[config.mk]
export PLATFORM = sky130hd
export DESIGN_NAME = operand_fetch_flat
export DESIGN_NICKNAME = d
export VERILOG_FILES = /design/src/rtl/operand_fetch_if.sv /design/src/rtl/operand_fetch.sv /design/src/flat_wrapper.sv
export SDC_FILE = /design/constraint.sdc
export NUM_CORES = 1
export LEC_CHECK = 0
export ABC_AREA = 1
export CAP_MARGIN = 20
export CORE_MARGIN = 4
export CORE_UTILIZATION = 43
export CTS_CLUSTER_DIAMETER = 50
export DETAILED_ROUTE_END_ITERATION = 10
export PLACE_DENSITY = 0.77
export SETUP_SLACK_MARGIN = 0.5
export SYNTH_ARGS = -nofsm -noshare
export SYNTH_HDL_FRONTEND = slang
export SYNTH_SLANG_ARGS = --single-unit
export TNS_END_PERCENT = 100
[constraint.sdc]
create_clock -name clk -period 1.68 [get_ports clk]
set_clock_uncertainty 0.1 [all_clocks]
set_input_delay 0.168 -clock clk [delete_from_list [all_inputs] [get_ports clk]]
set_output_delay 0.168 -clock clk [all_outputs]
set_load 0.01 [all_outputs]
[src/rtl/operand_fetch_if.sv]
// Bundle between the operand fetch sequencer and its environment.
// It carries the control unit handshake, the register bank read port and the temp register write side.
interface operand_fetch_if #(
   parameter int DATA_W = 16,
   parameter int ADDR_W = 3
);
   logic              start;
   logic [ADDR_W-1:0] addr_a;
   logic [ADDR_W-1:0] addr_b;
   logic              load_en;
   logic              rf_re;
   logic [ADDR_W-1:0] rf_raddr;
   logic [DATA_W-1:0] rf_rdata;
   logic [DATA_W-1:0] op_a;
   logic [DATA_W-1:0] op_b;
   logic              load_temp;
   logic [DATA_W-1:0] temp_data;
   logic              busy;
   logic              done;

   modport master (
      input  start, addr_a, addr_b, load_en, rf_rdata,
      output rf_re, rf_raddr, op_a, op_b, load_temp, temp_data, busy, done
   );

   modport slave (
      output start, addr_a, addr_b, load_en, rf_rdata,
      input  rf_re, rf_raddr, op_a, op_b, load_temp, temp_data, busy, done
   );
endinterface

[src/rtl/operand_fetch.sv]
// Operand fetch sequencer: reads two operands from the register bank, holds them for the ALU,
// and can optionally strobe operand A into the temp register.
module operand_fetch #(
   parameter int DATA_W = 16,
   parameter int ADDR_W = 3
) (
   input logic clk,
   input logic reset,
   operand_fetch_if.master bus
);

   typedef enum logic [2:0] {
      IDLE,
      REQ_A,
      CAP_A,
      CAP_B,
      LOAD,
      DONE
   } state_t;

   state_t state;
   state_t next_state;

   logic [ADDR_W-1:0] addr_a_q;
   logic [ADDR_W-1:0] addr_b_q;
   logic              load_en_q;
   logic              same_addr;

   logic [DATA_W-1:0] op_a_q;
   logic [DATA_W-1:0] op_b_q;
   logic [DATA_W-1:0] temp_q;

   logic              rf_re_q;
   logic              rf_re_d;
   logic [ADDR_W-1:0] rf_raddr_q;
   logic [ADDR_W-1:0] rf_raddr_d;
   logic              load_temp_q;
   logic              load_temp_d;
   logic              busy_q;
   logic              busy_d;
   logic              done_q;
   logic              done_d;

   assign same_addr = (addr_a_q == addr_b_q);

   // Next state plus the outputs that state will present. The outputs are decoded from next_state
   // so they can be registered and still line up with the state they belong to.
   // REQ_A is only entered from IDLE, so its address comes straight from the input being captured.
   always_comb begin
      next_state  = state;
      rf_re_d     = 1'b0;
      rf_raddr_d  = '0;
      load_temp_d = 1'b0;
      done_d      = 1'b0;
      busy_d      = 1'b0;

      case (state)
         IDLE:    if (bus.start) next_state = REQ_A;
         REQ_A:   next_state = CAP_A;
         CAP_A:   begin
            if (!same_addr)     next_state = CAP_B;
            else if (load_en_q) next_state = LOAD;
            else                next_state = DONE;
         end
         CAP_B:   next_state = load_en_q ? LOAD : DONE;
         LOAD:    next_state = DONE;
         DONE:    next_state = IDLE;
         default: next_state = IDLE;
      endcase

      busy_d = (next_state != IDLE);

      case (next_state)
         REQ_A: begin
            rf_re_d    = 1'b1;
            rf_raddr_d = bus.addr_a;
         end
         CAP_A: begin
            if (!same_addr) begin
               rf_re_d    = 1'b1;
               rf_raddr_d = addr_b_q;
            end
         end
         LOAD:    load_temp_d = 1'b1;
         DONE:    done_d      = 1'b1;
         default: ;
      endcase
   end

   // State and registered control outputs.
   always_ff @(posedge clk or posedge reset) begin
      if (reset) begin
         state       <= IDLE;
         rf_re_q     <= 1'b0;
         rf_raddr_q  <= '0;
         load_temp_q <= 1'b0;
         busy_q      <= 1'b0;
         done_q      <= 1'b0;
      end else begin
         state       <= next_state;
         rf_re_q     <= rf_re_d;
         rf_raddr_q  <= rf_raddr_d;
         load_temp_q <= load_temp_d;
         busy_q      <= busy_d;
         done_q      <= done_d;
      end
   end

   // Request capture and operand datapath. When both addresses match, the single read
   // fills op_b as well, which is what removes the second read cycle.
   always_ff @(posedge clk or posedge reset) begin
      if (reset) begin
         addr_a_q  <= '0;
         addr_b_q  <= '0;
         load_en_q <= 1'b0;
         op_a_q    <= '0;
         op_b_q    <= '0;
         temp_q    <= '0;
      end else begin
         if (state == IDLE && bus.start) begin
            addr_a_q  <= bus.addr_a;
            addr_b_q  <= bus.addr_b;
            load_en_q <= bus.load_en;
         end
         if (state == CAP_A) begin
            op_a_q <= bus.rf_rdata;
            temp_q <= bus.rf_rdata;
            if (same_addr) op_b_q <= bus.rf_rdata;
         end
         if (state == CAP_B) op_b_q <= bus.rf_rdata;
      end
   end

   assign bus.rf_re     = rf_re_q;
   assign bus.rf_raddr  = rf_raddr_q;
   assign bus.load_temp = load_temp_q;
   assign bus.busy      = busy_q;
   assign bus.done      = done_q;
   assign bus.op_a      = op_a_q;
   assign bus.op_b      = op_b_q;
   assign bus.temp_data = temp_q;

endmodule

[src/flat_wrapper.sv]
// flat-port wrapper written by rule: the top's interface ports become plain ports
module operand_fetch_flat 
#(
   parameter int DATA_W = 16,
   parameter int ADDR_W = 3
)
  (clk, reset, bus_start, bus_addr_a, bus_addr_b, bus_load_en, bus_rf_rdata, bus_rf_re, bus_rf_raddr, bus_op_a, bus_op_b, bus_load_temp, bus_temp_data, bus_busy, bus_done);
  operand_fetch_if #(.DATA_W(DATA_W), .ADDR_W(ADDR_W)) bus_i ();
  input logic clk;
  input logic reset;
  input wire logic [$bits(bus_i.start)-1:0] bus_start;
  input wire logic [$bits(bus_i.addr_a)-1:0] bus_addr_a;
  input wire logic [$bits(bus_i.addr_b)-1:0] bus_addr_b;
  input wire logic [$bits(bus_i.load_en)-1:0] bus_load_en;
  input wire logic [$bits(bus_i.rf_rdata)-1:0] bus_rf_rdata;
  output wire logic [$bits(bus_i.rf_re)-1:0] bus_rf_re;
  output wire logic [$bits(bus_i.rf_raddr)-1:0] bus_rf_raddr;
  output wire logic [$bits(bus_i.op_a)-1:0] bus_op_a;
  output wire logic [$bits(bus_i.op_b)-1:0] bus_op_b;
  output wire logic [$bits(bus_i.load_temp)-1:0] bus_load_temp;
  output wire logic [$bits(bus_i.temp_data)-1:0] bus_temp_data;
  output wire logic [$bits(bus_i.busy)-1:0] bus_busy;
  output wire logic [$bits(bus_i.done)-1:0] bus_done;
  assign bus_i.start = bus_start;
  assign bus_i.addr_a = bus_addr_a;
  assign bus_i.addr_b = bus_addr_b;
  assign bus_i.load_en = bus_load_en;
  assign bus_i.rf_rdata = bus_rf_rdata;
  assign bus_rf_re = bus_i.rf_re;
  assign bus_rf_raddr = bus_i.rf_raddr;
  assign bus_op_a = bus_i.op_a;
  assign bus_op_b = bus_i.op_b;
  assign bus_load_temp = bus_i.load_temp;
  assign bus_temp_data = bus_i.temp_data;
  assign bus_busy = bus_i.busy;
  assign bus_done = bus_i.done;
  operand_fetch #(.DATA_W(DATA_W), .ADDR_W(ADDR_W)) u_core (.clk(clk), .reset(reset), .bus(bus_i));
endmodule
==> metrics <==
post-route fraction of the period consumed by the critical path=between 80 and 90%; power density cells=about 2100 mW/mm2; vias post-DR=1978; number of nets with antenna violations after detailed routing=0; WL/cell=14.4 um; Post-Synthesis Net Count=between 200 and 300; Root Driver=sky130_fd_sc_hd__clkbuf_8; Cell Area, Placed=a little under 0.003 mm2; layout cell share with drive strength beyond 1=about 47%; Setup crit start=u_core.addr_b_q[1]$_DFFE_PP0P_; sequential area share after synthesis=about three fifths; worst hold path class=in2async; async set or reset register ratio after synthesis=between 90% and 100%; result of the run=finished clean; post-DR vias/cell=4.72; slowest cell on the critical path=sky130_fd_sc_hd__dfrtp_1; vertical die dimension=between 70 and 80 um; Sw Ratio=between 40% and 50%; wire length of the first global-routing pass=9170 um; sequential share of power=between 30% and 40%; Overall Power=0.00693 W; antenna diode instance count=0; max incr delay on CP=about 420 ps; count of pins over their slew limit=0; Routed WL=between 6000 and 7000 um; cell taking the most area after synthesis=sky130_fd_sc_hd__dfrtp_1; worst max-slew margin expressed relative to the limit=between 80% and 90%; P_int=~0.0040 W; Initial Utilization=approximately 45%; achievable clock frequency=~0.69 GHz; required arrival time at the worst endpoint=about 1800 ps; area share of the largest cell type after synthesis=~58%; Worst Setup Start Kind=register; top fanout value on the critical path=6; overall track demand over capacity in global routing=approximately a fifth; setup repair after global routing missed its margin=true; crit path time final=around 1500 ps; filler cell count in the final layout=355; overall overflow remaining after global route=0; number of global-route vias before repair=approximately 1.9k; DRC Markers=0; Top delay family on crit path=simple AND/OR/NAND/NOR gates; clock tree from TritonCTS=built; count of flip-flops with a built-in enable after synthesis=0; last weighted congestion value of the routability-driven placer=0.871; Syn Area/Cell=between 8 and 9 um2; maximum number of pins on one net before global-route repair=50; worst IR drop on VDD=roughly 0.89 mV; startpoint of the most critical register-to-register path=u_core.addr_b_q[1]$_DFFE_PP0P_; Detail Placement HPWL=approximately 3500 um; Core Region=around 0.0047 mm2; Die Span X=78 um; dominant register cell in the synthesized netlist=sky130_fd_sc_hd__dfrtp_1; H-tree depth=2; Fin Hold WS=147 ps; finished layout cell area=0.00337 mm2; Comb power frac=59.2%; dominant cells by area after synthesis=sky130_fd_sc_hd__dfrtp_1 58%, sky130_fd_sc_hd__nand2_1 19%, sky130_fd_sc_hd__buf_4 6.1%, sky130_fd_sc_hd__nand3_1 4.8%, sky130_fd_sc_hd__inv_1 2.5%; Post-Syn Area=around 0.0021 mm2; IO buf count=80; nets@finish=approximately 380; Yosys reg bits=49; antenna violations before repair=0; number of buffer and inverter instances along the worst setup path=1; Post-CTS Hold Fix Bufs=0; warning count from the yosys run=0; Worst-path clk slew=about 90 ps; number of top-level design ports=81; part of the total power dissipated in the clock network=under 10%; most common cell in the synthesized netlist=sky130_fd_sc_hd__nand2_1; worst reg2reg setup slack=about 230 ps; Finish-stage setup viols=0; transition at the pin with the smallest max-transition slack=~260 ps; top post-synthesis cells by count=105 x sky130_fd_sc_hd__nand2_1, 49 x sky130_fd_sc_hd__dfrtp_1, 20 x sky130_fd_sc_hd__nand3_1; kind of end point of the critical path=register; worst endpoint data arrival time=1590 ps; Layout Area Growth over Synthesis=60.0%; worst setup path class=reg2reg; reported max-cap violation count=0; Sinks on Clock Net=49; Die Outline Area=0.00608 mm2; switching power summed over all nets=around 0.0029 W; final-layout setup total negative slack=0 ps; Static Leakage=roughly 1.8 nW; clock latency on the worst-skew pair=300 ps; total number of placement rows=25; Detailed Routing Iterations Pass 1=4; deepest clock path buffer count=2; number of buffers added by the clock tree synthesis step=5; Hold Violations, Final=0; critical path cell sequence=xnor2_2 > nand3_4 > nand2_8 > buf_6 > nand3_1 > nand2_1; initial drt markers=196; cell count after synthesis=between 200 and 250; number of distinct library cell variants in the gate-level netlist after synthesis=18
[kinds of logic after synthesis]
logic type                after synthesis  synth area share (%)
and+or+nand+nor                       139                  28.6
DFF                                    49                  58.2
buffers and inverters                  37                  9.86
AOI/OAI and AO/OA                      12                  2.97
xor gates and xnor gates                1                 0.416
[tightest hold or removal path: cells and delay by family]
family | cells | cell delay, ps
buffers and inverters | 3 | 770
[registers in the layout, summed over array words and instances (netlist names)]
register,cells
u_core.load_en_q,1
u_core.bus.rf_raddr,3
u_core.addr_b_q,3
u_core.bus.rf_re,1
u_core.addr_a_q,3
u_core.state,3
u_core.bus.busy,1
u_core.bus.temp_data,16
u_core.bus.load_temp,1
u_core.bus.done,1
u_core.bus.op_b,16
[metal layers]
metal	part of all wire [%]	vias to the layer above	GRT usage, %	wire (um)
li1	-	956	-	-
met1	41	945	24.2	2450
met2	51	69	32.4	3100
met3	6.6	8	5.34	396
met4	1.5	0	5.07	91
met5	0	-	0	0
[power by group through the flow]
stage / combinational (W) / clock [W] / sequential, W
final: 0.00410 / 0.000671 / 0.00215
after global routing: 0.00445 / 0.000726 / 0.00223
after CTS: 0.00344 / 0.000683 / 0.00213
after detailed placement: 0.00314 / 0 / 0.00216
after global placement: 0.00307 / 0 / 0.00214
after floorplan: 0.00156 / 0 / 0.00232
[path summary, 6_finish.rpt]
kind | to | cells past startpoint
min in group clk | u_core.addr_b_q[0]$_DFFE_PP0P_ | 3
hold / removal | u_core.bus.temp_data[4]$_DFFE_PP0P_ | 3
max in group asynchronous | u_core.state[0]$_DFF_PP0_ | 3
setup / recovery | u_core.bus.op_b[10]$_DFFE_PP0P_ | 6
setup reg to reg | u_core.bus.op_b[10]$_DFFE_PP0P_ | 6
hold reg to reg | u_core.bus.op_b[0]$_DFFE_PP0P_ | 2
[cell type report]
type / count / area [um2] / area share (%)
well taps: 67 / 83.8 / 2.49
repair inverters: 1 / 7.51 / 0.223
flip-flops and latches: 49 / 1230 / 36.5
clock buffers: 8 / 80.1 / 2.38
repair buffers: 124 / 1010 / 29.8
inverters: 16 / 70.1 / 2.08
multi-input cells: 154 / 895 / 26.5
[metrics by stage]
step                      setup WS [ps]  utilization (%)  std cells
after detailed placement            162             61.5        369
after CTS                           300             66.2        404
final                               229             71.4        419
after global placement              227             61.5        369
after floorplan                     349                -        238
after global routing                150             71.4        419
[cell usage in the layout (no fill, tap or decap), types with 3 or more instances in the layout]
cell type	Yosys	routed
sky130_fd_sc_hd__nand2_2	0	27
sky130_fd_sc_hd__o21ai_1	0	5
sky130_fd_sc_hd__clkinvlp_4	0	3
sky130_fd_sc_hd__o21ai_2	0	3
sky130_fd_sc_hd__nand2_4	3	4
sky130_fd_sc_hd__clkbuf_2	0	4
sky130_fd_sc_hd__clkbuf_8	0	5
sky130_fd_sc_hd__inv_2	2	4
sky130_fd_sc_hd__dfrtp_1	49	47
sky130_fd_sc_hd__buf_12	0	4
sky130_fd_sc_hd__nand3_4	0	3
sky130_fd_sc_hd__nand3_2	1	6
sky130_fd_sc_hd__clkdlybuf4s50_1	0	25
sky130_fd_sc_hd__buf_2	4	48
sky130_fd_sc_hd__buf_6	0	18
sky130_fd_sc_hd__nand2_1	105	76
sky130_fd_sc_hd__buf_4	17	23
sky130_fd_sc_hd__clkbuf_1	0	3
sky130_fd_sc_hd__nand3_1	20	13
sky130_fd_sc_hd__nor2_2	1	3
sky130_fd_sc_hd__inv_1	14	9
[what timing repair did]
item                                    in CTS  in global routing
cloned                                       3                  2
pin swaps                                    9                 25
setup buffers                               24                 13
endpoints found under the setup margin     104                 62
resized for setup                          247                 60
No activity file was read; power rests on OpenSTA's default activity.
